$ cat src/rtl/reg_ctrl_pkg.sv
`default_nettype none
//==============================================================================
// Module      : reg_ctrl_pkg
// Description : Shared encodings for the register-file command sequencer:
//               operation codes, FSM state codes and register index constants.
// Revision    : 1.0  initial release
//==============================================================================
package reg_ctrl_pkg;

   // Command operation encodings (match the 2-bit cmd_op field)
   typedef enum logic [1:0] {
      OP_MOV = 2'b00,
      OP_ADD = 2'b01,
      OP_SUB = 2'b10,
      OP_LDI = 2'b11
   } op_t;

   // Sequencer states; one command walks through all four in order
   typedef enum logic [1:0] {
      ST_IDLE  = 2'd0,
      ST_FETCH = 2'd1,
      ST_EXEC  = 2'd2,
      ST_WRITE = 2'd3
   } state_t;

   // Register file index of each read port r1..r4
   localparam logic [1:0] R1_IDX = 2'd0;
   localparam logic [1:0] R2_IDX = 2'd1;
   localparam logic [1:0] R3_IDX = 2'd2;
   localparam logic [1:0] R4_IDX = 2'd3;

endpackage : reg_ctrl_pkg
`default_nettype wire

$ cat src/rtl/reg_ctrl_seq_if.sv
`default_nettype none
//==============================================================================
// Module      : reg_ctrl_seq_if
// Description : Command handshake bundle between the stimulus/control logic
//               (master) and the register-file sequencer (slave).
//   cmd_valid  master->slave  command present
//   cmd_ready  slave->master  sequencer can accept a command
//   cmd_op     master->slave  operation (MOV/ADD/SUB/LDI)
//   cmd_dst    master->slave  destination register index
//   cmd_srca   master->slave  operand A register index
//   cmd_srcb   master->slave  operand B register index
//   cmd_imm    master->slave  immediate for LDI
// Revision    : 1.0  initial release
//==============================================================================
interface reg_ctrl_seq_if #(
   parameter int N = 16
) ();

   logic          cmd_valid;
   logic          cmd_ready;
   logic [1:0]    cmd_op;
   logic [1:0]    cmd_dst;
   logic [1:0]    cmd_srca;
   logic [1:0]    cmd_srcb;
   logic [N-1:0]  cmd_imm;

   modport master (
      output cmd_valid,
      output cmd_op,
      output cmd_dst,
      output cmd_srca,
      output cmd_srcb,
      output cmd_imm,
      input  cmd_ready
   );

   modport slave (
      input  cmd_valid,
      input  cmd_op,
      input  cmd_dst,
      input  cmd_srca,
      input  cmd_srcb,
      input  cmd_imm,
      output cmd_ready
   );

endinterface : reg_ctrl_seq_if
`default_nettype wire

$ cat src/rtl/reg_ctrl_alu.sv
`default_nettype none
//==============================================================================
// Module      : reg_ctrl_alu
// Description : Combinational datapath of the sequencer.
//               MOV -> a, ADD -> a+b, SUB -> a-b, LDI -> imm.
//               carry is the carry out of ADD or the borrow (a<b) of SUB;
//               it is 0 for MOV/LDI (the caller ignores it for those ops).
//               Optional macro REG_CTRL_SAT_EN: ADD clamps to all-ones on
//               carry and SUB clamps to zero on borrow; carry still reports.
// Ports       : op, a, b, imm in; result, carry out
// Revision    : 1.0  initial release
//==============================================================================
module reg_ctrl_alu
   import reg_ctrl_pkg::*;
#(
   parameter int N = 16
) (
   input  op_t          op,
   input  logic [N-1:0] a,
   input  logic [N-1:0] b,
   input  logic [N-1:0] imm,
   output logic [N-1:0] result,
   output logic         carry
);

   // One extra bit captures carry (add) or borrow (subtract)
   logic [N:0] w_sum;
   logic [N:0] w_diff;

   assign w_sum  = {1'b0, a} + {1'b0, b};
   assign w_diff = {1'b0, a} - {1'b0, b};

   always_comb begin
      result = a;
      carry  = 1'b0;
      case (op)
         OP_MOV: begin
            result = a;
         end
         OP_ADD: begin
            carry = w_sum[N];
`ifdef REG_CTRL_SAT_EN
            result = w_sum[N] ? {N{1'b1}} : w_sum[N-1:0];
`else
            result = w_sum[N-1:0];
`endif
         end
         OP_SUB: begin
            // Top bit of the widened difference is set exactly when a < b
            carry = w_diff[N];
`ifdef REG_CTRL_SAT_EN
            result = w_diff[N] ? {N{1'b0}} : w_diff[N-1:0];
`else
            result = w_diff[N-1:0];
`endif
         end
         OP_LDI: begin
            result = imm;
         end
         default: begin
            result = a;
         end
      endcase
   end

endmodule : reg_ctrl_alu
`default_nettype wire

$ cat src/rtl/reg_ctrl_seq.sv
`default_nettype none
//==============================================================================
// Module      : reg_ctrl_seq
// Description : Command sequencer driving the write side of a 4-entry
//               register file. Each accepted command runs
//               IDLE -> FETCH -> EXEC -> WRITE and produces exactly one
//               registered write pulse (w/select_register/s) with done.
//               Optional macro REG_CTRL_SAT_EN (inside reg_ctrl_alu) selects
//               saturating ADD/SUB instead of modulo wrap.
// Ports       :
//   clk               clock, rising edge
//   rst               synchronous active-high reset
//   cmd               command handshake (slave modport)
//   r1..r4            register file contents, index 0..3
//   w                 register file write enable
//   select_register   register file write index
//   s                 register file write data
//   done              one-cycle pulse coincident with w
//   flag_c            carry/borrow of the last ADD/SUB
// Revision    : 1.0  initial release
//==============================================================================
module reg_ctrl_seq
   import reg_ctrl_pkg::*;
#(
   parameter int N = 16
) (
   input  logic                 clk,
   input  logic                 rst,
   reg_ctrl_seq_if.slave        cmd,
   input  logic [N-1:0]         r1,
   input  logic [N-1:0]         r2,
   input  logic [N-1:0]         r3,
   input  logic [N-1:0]         r4,
   output logic                 w,
   output logic [1:0]           select_register,
   output logic [N-1:0]         s,
   output logic                 done,
   output logic                 flag_c
);

   // FSM state
   state_t        r_state;
   state_t        w_state_nxt;

   // Latched command
   op_t           r_op;
   logic [1:0]    r_dst;
   logic [1:0]    r_srca;
   logic [1:0]    r_srcb;
   logic [N-1:0]  r_imm;

   // Latched operands
   logic [N-1:0]  r_a;
   logic [N-1:0]  r_b;

   // Registered outputs
   logic          r_w;
   logic          r_done;
   logic [1:0]    r_sel;
   logic [N-1:0]  r_s;
   logic          r_flag_c;

   // Next-state / control
   logic          w_cmd_ready;
   logic          w_latch_cmd;
   logic          w_latch_ops;
   logic          w_w_nxt;
   logic          w_done_nxt;
   logic [1:0]    w_sel_nxt;
   logic [N-1:0]  w_s_nxt;
   logic          w_flag_c_nxt;

   // Datapath
   logic [N-1:0]  w_rd_a;
   logic [N-1:0]  w_rd_b;
   logic [N-1:0]  w_alu_res;
   logic          w_alu_carry;

   // Ready is forced low while reset is asserted so a command presented
   // in the reset cycle is never seen as accepted
   assign w_cmd_ready   = (r_state == ST_IDLE) & ~rst;
   assign cmd.cmd_ready = w_cmd_ready;

   //---------------------------------------------------------------------------
   // Register-bus read multiplexers
   //---------------------------------------------------------------------------
   always_comb begin
      w_rd_a = r1;
      case (r_srca)
         R1_IDX:  w_rd_a = r1;
         R2_IDX:  w_rd_a = r2;
         R3_IDX:  w_rd_a = r3;
         R4_IDX:  w_rd_a = r4;
         default: w_rd_a = r1;
      endcase
   end

   always_comb begin
      w_rd_b = r1;
      case (r_srcb)
         R1_IDX:  w_rd_b = r1;
         R2_IDX:  w_rd_b = r2;
         R3_IDX:  w_rd_b = r3;
         R4_IDX:  w_rd_b = r4;
         default: w_rd_b = r1;
      endcase
   end

   //---------------------------------------------------------------------------
   // Arithmetic
   //---------------------------------------------------------------------------
   reg_ctrl_alu #(
      .N      (N)
   ) u_alu (
      .op     (r_op),
      .a      (r_a),
      .b      (r_b),
      .imm    (r_imm),
      .result (w_alu_res),
      .carry  (w_alu_carry)
   );

   //---------------------------------------------------------------------------
   // FSM next-state and next-output logic
   //---------------------------------------------------------------------------
   always_comb begin
      w_state_nxt  = r_state;
      w_latch_cmd  = 1'b0;
      w_latch_ops  = 1'b0;
      w_w_nxt      = 1'b0;
      w_done_nxt   = 1'b0;
      w_sel_nxt    = r_sel;
      w_s_nxt      = r_s;
      w_flag_c_nxt = r_flag_c;

      case (r_state)
         ST_IDLE: begin
            if (cmd.cmd_valid && w_cmd_ready) begin
               w_latch_cmd = 1'b1;
               w_state_nxt = ST_FETCH;
            end
         end
         ST_FETCH: begin
            w_latch_ops = 1'b1;
            w_state_nxt = ST_EXEC;
         end
         ST_EXEC: begin
            // Result goes straight into the s flop; the write pulse is
            // armed on this same edge so it is high for the WRITE cycle
            w_w_nxt     = 1'b1;
            w_done_nxt  = 1'b1;
            w_sel_nxt   = r_dst;
            w_s_nxt     = w_alu_res;
            if ((r_op == OP_ADD) || (r_op == OP_SUB)) begin
               w_flag_c_nxt = w_alu_carry;
            end
            w_state_nxt = ST_WRITE;
         end
         ST_WRITE: begin
            w_state_nxt = ST_IDLE;
         end
         default: begin
            w_state_nxt = ST_IDLE;
         end
      endcase
   end

   //---------------------------------------------------------------------------
   // State register
   //---------------------------------------------------------------------------
   always_ff @(posedge clk) begin
      if (rst) begin
         r_state <= ST_IDLE;
      end else begin
         r_state <= w_state_nxt;
      end
   end

   //---------------------------------------------------------------------------
   // Command / operand latches and registered outputs
   //---------------------------------------------------------------------------
   always_ff @(posedge clk) begin
      if (rst) begin
         r_op     <= OP_MOV;
         r_dst    <= 2'd0;
         r_srca   <= 2'd0;
         r_srcb   <= 2'd0;
         r_imm    <= '0;
         r_a      <= '0;
         r_b      <= '0;
         r_w      <= 1'b0;
         r_done   <= 1'b0;
         r_sel    <= 2'd0;
         r_s      <= '0;
         r_flag_c <= 1'b0;
      end else begin
         if (w_latch_cmd) begin
            r_op   <= op_t'(cmd.cmd_op);
            r_dst  <= cmd.cmd_dst;
            r_srca <= cmd.cmd_srca;
            r_srcb <= cmd.cmd_srcb;
            r_imm  <= cmd.cmd_imm;
         end
         if (w_latch_ops) begin
            r_a <= w_rd_a;
            r_b <= w_rd_b;
         end
         r_w      <= w_w_nxt;
         r_done   <= w_done_nxt;
         r_sel    <= w_sel_nxt;
         r_s      <= w_s_nxt;
         r_flag_c <= w_flag_c_nxt;
      end
   end

   assign w               = r_w;
   assign done            = r_done;
   assign select_register = r_sel;
   assign s               = r_s;
   assign flag_c          = r_flag_c;

endmodule : reg_ctrl_seq
`default_nettype wire

$ cat src/flat_wrapper.sv
// flat-port wrapper written by rule: the top's interface ports become plain ports
module reg_ctrl_seq_flat import reg_ctrl_pkg::*;
#(
   parameter int N = 16
)
  (clk, rst, r1, r2, r3, r4, w, select_register, s, done, flag_c, cmd_cmd_valid, cmd_cmd_op, cmd_cmd_dst, cmd_cmd_srca, cmd_cmd_srcb, cmd_cmd_imm, cmd_cmd_ready);
  reg_ctrl_seq_if #(.N(N)) cmd_i ();
  input  logic clk;
  input  logic rst;
  input  logic [N-1:0] r1;
  input  logic [N-1:0] r2;
  input  logic [N-1:0] r3;
  input  logic [N-1:0] r4;
  output logic w;
  output logic [1:0] select_register;
  output logic [N-1:0] s;
  output logic done;
  output logic flag_c;
  input wire logic [$bits(cmd_i.cmd_valid)-1:0] cmd_cmd_valid;
  input wire logic [$bits(cmd_i.cmd_op)-1:0] cmd_cmd_op;
  input wire logic [$bits(cmd_i.cmd_dst)-1:0] cmd_cmd_dst;
  input wire logic [$bits(cmd_i.cmd_srca)-1:0] cmd_cmd_srca;
  input wire logic [$bits(cmd_i.cmd_srcb)-1:0] cmd_cmd_srcb;
  input wire logic [$bits(cmd_i.cmd_imm)-1:0] cmd_cmd_imm;
  output wire logic [$bits(cmd_i.cmd_ready)-1:0] cmd_cmd_ready;
  assign cmd_i.cmd_valid = cmd_cmd_valid;
  assign cmd_i.cmd_op = cmd_cmd_op;
  assign cmd_i.cmd_dst = cmd_cmd_dst;
  assign cmd_i.cmd_srca = cmd_cmd_srca;
  assign cmd_i.cmd_srcb = cmd_cmd_srcb;
  assign cmd_i.cmd_imm = cmd_cmd_imm;
  assign cmd_cmd_ready = cmd_i.cmd_ready;
  reg_ctrl_seq #(.N(N)) u_core (.clk(clk), .rst(rst), .cmd(cmd_i), .r1(r1), .r2(r2), .r3(r3), .r4(r4), .w(w), .select_register(select_register), .s(s), .done(done), .flag_c(flag_c));
endmodule
$ cat config.mk
export PLATFORM = sky130hd
export DESIGN_NAME = reg_ctrl_seq_flat
export DESIGN_NICKNAME = d
export VERILOG_FILES = /design/src/rtl/reg_ctrl_pkg.sv /design/src/rtl/reg_ctrl_seq_if.sv /design/src/rtl/reg_ctrl_alu.sv /design/src/rtl/reg_ctrl_seq.sv /design/src/flat_wrapper.sv
export SDC_FILE = /design/constraint.sdc
export NUM_CORES = 1
export LEC_CHECK = 0
export CAP_MARGIN = 20
export CELL_PAD_IN_SITES_DETAIL_PLACEMENT = 1
export CELL_PAD_IN_SITES_GLOBAL_PLACEMENT = 1
export CORE_MARGIN = 4
export CORE_UTILIZATION = 40
export CTS_CLUSTER_DIAMETER = 30
export DETAILED_ROUTE_END_ITERATION = 10
export GPL_TIMING_DRIVEN = 0
export HOLD_SLACK_MARGIN = 0.06
export PLACE_DENSITY_LB_ADDON = 0.25
export SYNTH_ARGS = -nofsm -noshare
export SYNTH_HDL_FRONTEND = slang
export SYNTH_HIERARCHICAL = 1
export SYNTH_SLANG_ARGS = --single-unit
$ cat constraint.sdc
create_clock -name clk -period 4 [get_ports clk]
set_clock_uncertainty 0.15 [all_clocks]
set_input_delay 0.8 -clock clk [delete_from_list [all_inputs] [get_ports clk]]
set_output_delay 0.8 -clock clk [all_outputs]
set_load 0.01 [all_outputs]
==> run summary <==
Outcome = completed
Syn Area/Cell = 8.82 um^2
Share of the synthesized area in the top cell type = 26.5%
Setup TNS Final = 0 ps
Mapped Nets = 801
Clock Path Buffers = 2
Total Wirelength = 20,800 um
Area delta synth->final = 27.7%
Setup violators final = 0
Number of synthesized flops with an enable pin = 0
Diode count = 0
Synth Flop Type = dfxtp_1
I/O pins = 113
Die area = 16,700 um^2
Synth Warn # = 6
Worst EP arrival = 2380 ps
Min Tclk post-route = 3330 ps
Critical path class = in2out
FF-to-FF End = u_core/s[15]
WL/cell = 21.2 um
Worst Path Max Fanout = 10
Die W = 129 um
Crit start category = input pin
Unrepaired setup endpoints after global routing = no
Proportion of layout cells with a drive suffix above 1 = 8.67%
Layout Nets = 924
Hold Crit Class = reg2reg
Root cell of the clock tree = clkbuf_16
Rows = 44
Drt pass-1 iters = 6
Layout Cells excl Fill = 980
Worst vdd ir = 0.000254 V
Initial Utilization = 40.7%
R2r setup slk = 720 ps
Final Slew Violations = 0
TritonCTS buffer count = 9
Worst-path clk slew = 60 ps
Uppermost layer routed = met4
Crit. Startpoint = rst
Count leader, synth = nor2_1
DP Cell Count = 964
Fraction of registers with async set or reset after synthesis = 0%
Post-DRT Antenna Nets = 0
CTS H-Tree Depth = 3
Leakage = 2.86 nW
1st-iter DRT viols = 265
GRT Total Usage = 25.6%
Final HPWL DP = 16,600 um
Metal1 wirelength = 8940 um
Maximum capacitance violations = 0
Critical Path End Type = output port
Vias/cell = 5.67
Post-synth top area cell = dfxtp_1
FF-to-FF path depth = 11
Worst-Margin Slew = 893 ps
Part of the cycle the worst path needs = 83.3%
Post-CTS Setup Repair Bufs = 0
Antenna violations before repair = 0
GR Overflow Total = 0
Vias = 5,552
Cell Area, Synth = 5890 um^2
Synth Instances = 668
Core area = 14,500 um^2
Vias in the first global route = 6,064
Unique cell type count in the Yosys netlist = 68
IO Port Bufs = 112
Wire length on met3 = 841 um
Worst skew pair latency = 350 ps
Met2 WL = 10,500 um
Largest net degree at the start of global routing = 15
Fmax = 300 MHz
Tot Pwr = 4.76 mW
CTS tree = done
Post-cts resize count = 0
Top cells by area, synth = dfxtp_1 26%, mux2i_1 9.0%, ha_1 8.5%
Hold Fails Final Rpt = 0
Pwr/cell area = 632 nW/um^2
Crit path capture = cmd_cmd_ready
First-pass GRT wire length = 32,900 um
Max transition margin = 40.0%
GP Congestion = 0.899
CTS sink count = 78
Number of remaining DRC errors = 0
Cts hold-fix bufs = 0
Reg2reg start = u_core/r_b[1]
Die Ht = 129 um
Synthesized flop and latch total = 78
Sequential area share after synthesis = 26.5%
Worst EP required = 3050 ps
Most frequent cells after synthesis = 88 x nor2_1, 78 x dfxtp_1, 70 x nand2_1
critical path, stage by stage:
cell             delay, ps
clkdlybuf4s50_1        520
clkbuf_1               450
nor2b_1                110
clkdlybuf4s50_1        500
how the worst min path moves through the flow:
stage / from / end / slack [ps] / cells past startpoint
5_1_grt: u_core/r_imm[3] / u_core/r_imm[3] / 340 / 2
4_1_cts: u_core/r_imm[2] / u_core/r_imm[2] / 320 / 2
2_1_floorplan: u_core/r_imm[13] / u_core/r_imm[13] / 290 / 2
3_3_place_gp: u_core/r_dst[0] / u_core/r_dst[0] / 290 / 2
3_5_place_dp: u_core/r_imm[2] / u_core/r_imm[2] / 310 / 2
6_report: u_core/r_imm[2] / u_core/r_imm[2] / 320 / 2
stage by stage:
step                util [%]  hold WS [ps]  setup slack [ps]  instance area, um^2
finish                  52.0           315               666                 7530
global route            52.0           342               443                 7530
CTS                     52.0           323               628                 7530
detailed placement      50.0           310               634                 7250
global placement        50.0           294               719                 7250
floorplan                  -           285              1180                 5890
sequential cells by signal (all words and copies together), names as in the netlist:
| name | count |
|---|---|
| u_core/r_a | 16 |
| u_core/r_b | 16 |
| u_core/r_imm | 16 |
| u_core/s | 16 |
| u_core/r_dst | 2 |
| u_core/r_op | 2 |
| u_core/r_srca | 2 |
| u_core/r_srcb | 2 |
| u_core/r_state | 2 |
| u_core/select_register | 2 |
| u_core/done | 1 |
| u_core/flag_c | 1 |
kinds of logic (layout without fill, tap and decap cells):
family | after synthesis | after routing | synth area share [%]
buf+inv | 95 | 223 | 7.66
flops | 78 | 78 | 26.5
simple gates | 209 | 209 | 15.7
xor+xnor | 15 | 15 | 2.23
fa+ha+maj | 42 | 42 | 9.17
compound gates | 142 | 142 | 16.3
mux | 87 | 87 | 22.5
cell usage in the layout (no fill, tap or decap), drive strengths merged, types with 3 or more instances in the layout:
master,Yosys,routed
a2111oi,4,4
a211oi,6,6
a21o,4,4
a21oi,32,32
a221oi,3,3
a222oi,3,3
a22oi,3,3
a2bb2oi,3,3
a31oi,8,8
buf,25,25
clkbuf,26,37
clkdlybuf4s50,0,112
dfxtp,78,78
ha,40,40
inv,43,46
mux2i,53,53
mux4,32,32
nand2,70,70
nand2b,10,10
nand3,5,5
nand4,3,3
nor2,88,88
nor2b,8,8
nor3,5,5
nor3b,3,3
nor4,3,3
o211ai,4,4
o21ai,40,40
o21bai,3,3
o31ai,10,10
or3,5,5
xnor2,8,8
xor2,7,7
layout make-up:
cell class / count / area [um^2]
fillers: 1720 / 6950
multi-input cells: 495 / 3880
flip-flops and latches: 78 / 1560
repair buffers: 112 / 1120
plain buffers: 51 / 287
clock buffers: 11 / 243
well taps: 184 / 230
inverters: 44 / 165
clock inverters: 5 / 41.3
power by group:
group | leakage, nW | internal (mW) | switching (mW)
logic | 2.09 | 1.19 | 1.62
clock network | 0.133 | 0.444 | 0.359
registers | 0.637 | 0.962 | 0.178
total | 2.86 | 2.60 | 2.16
metal layers:
layer	vias to the layer above	GRT usage, %
met2	141	45.4
li1	2639	-
met3	28	3.50
met5	-	0
met4	0	8.83
met1	2744	31.8
No activity file was read; power rests on OpenSTA's default activity.
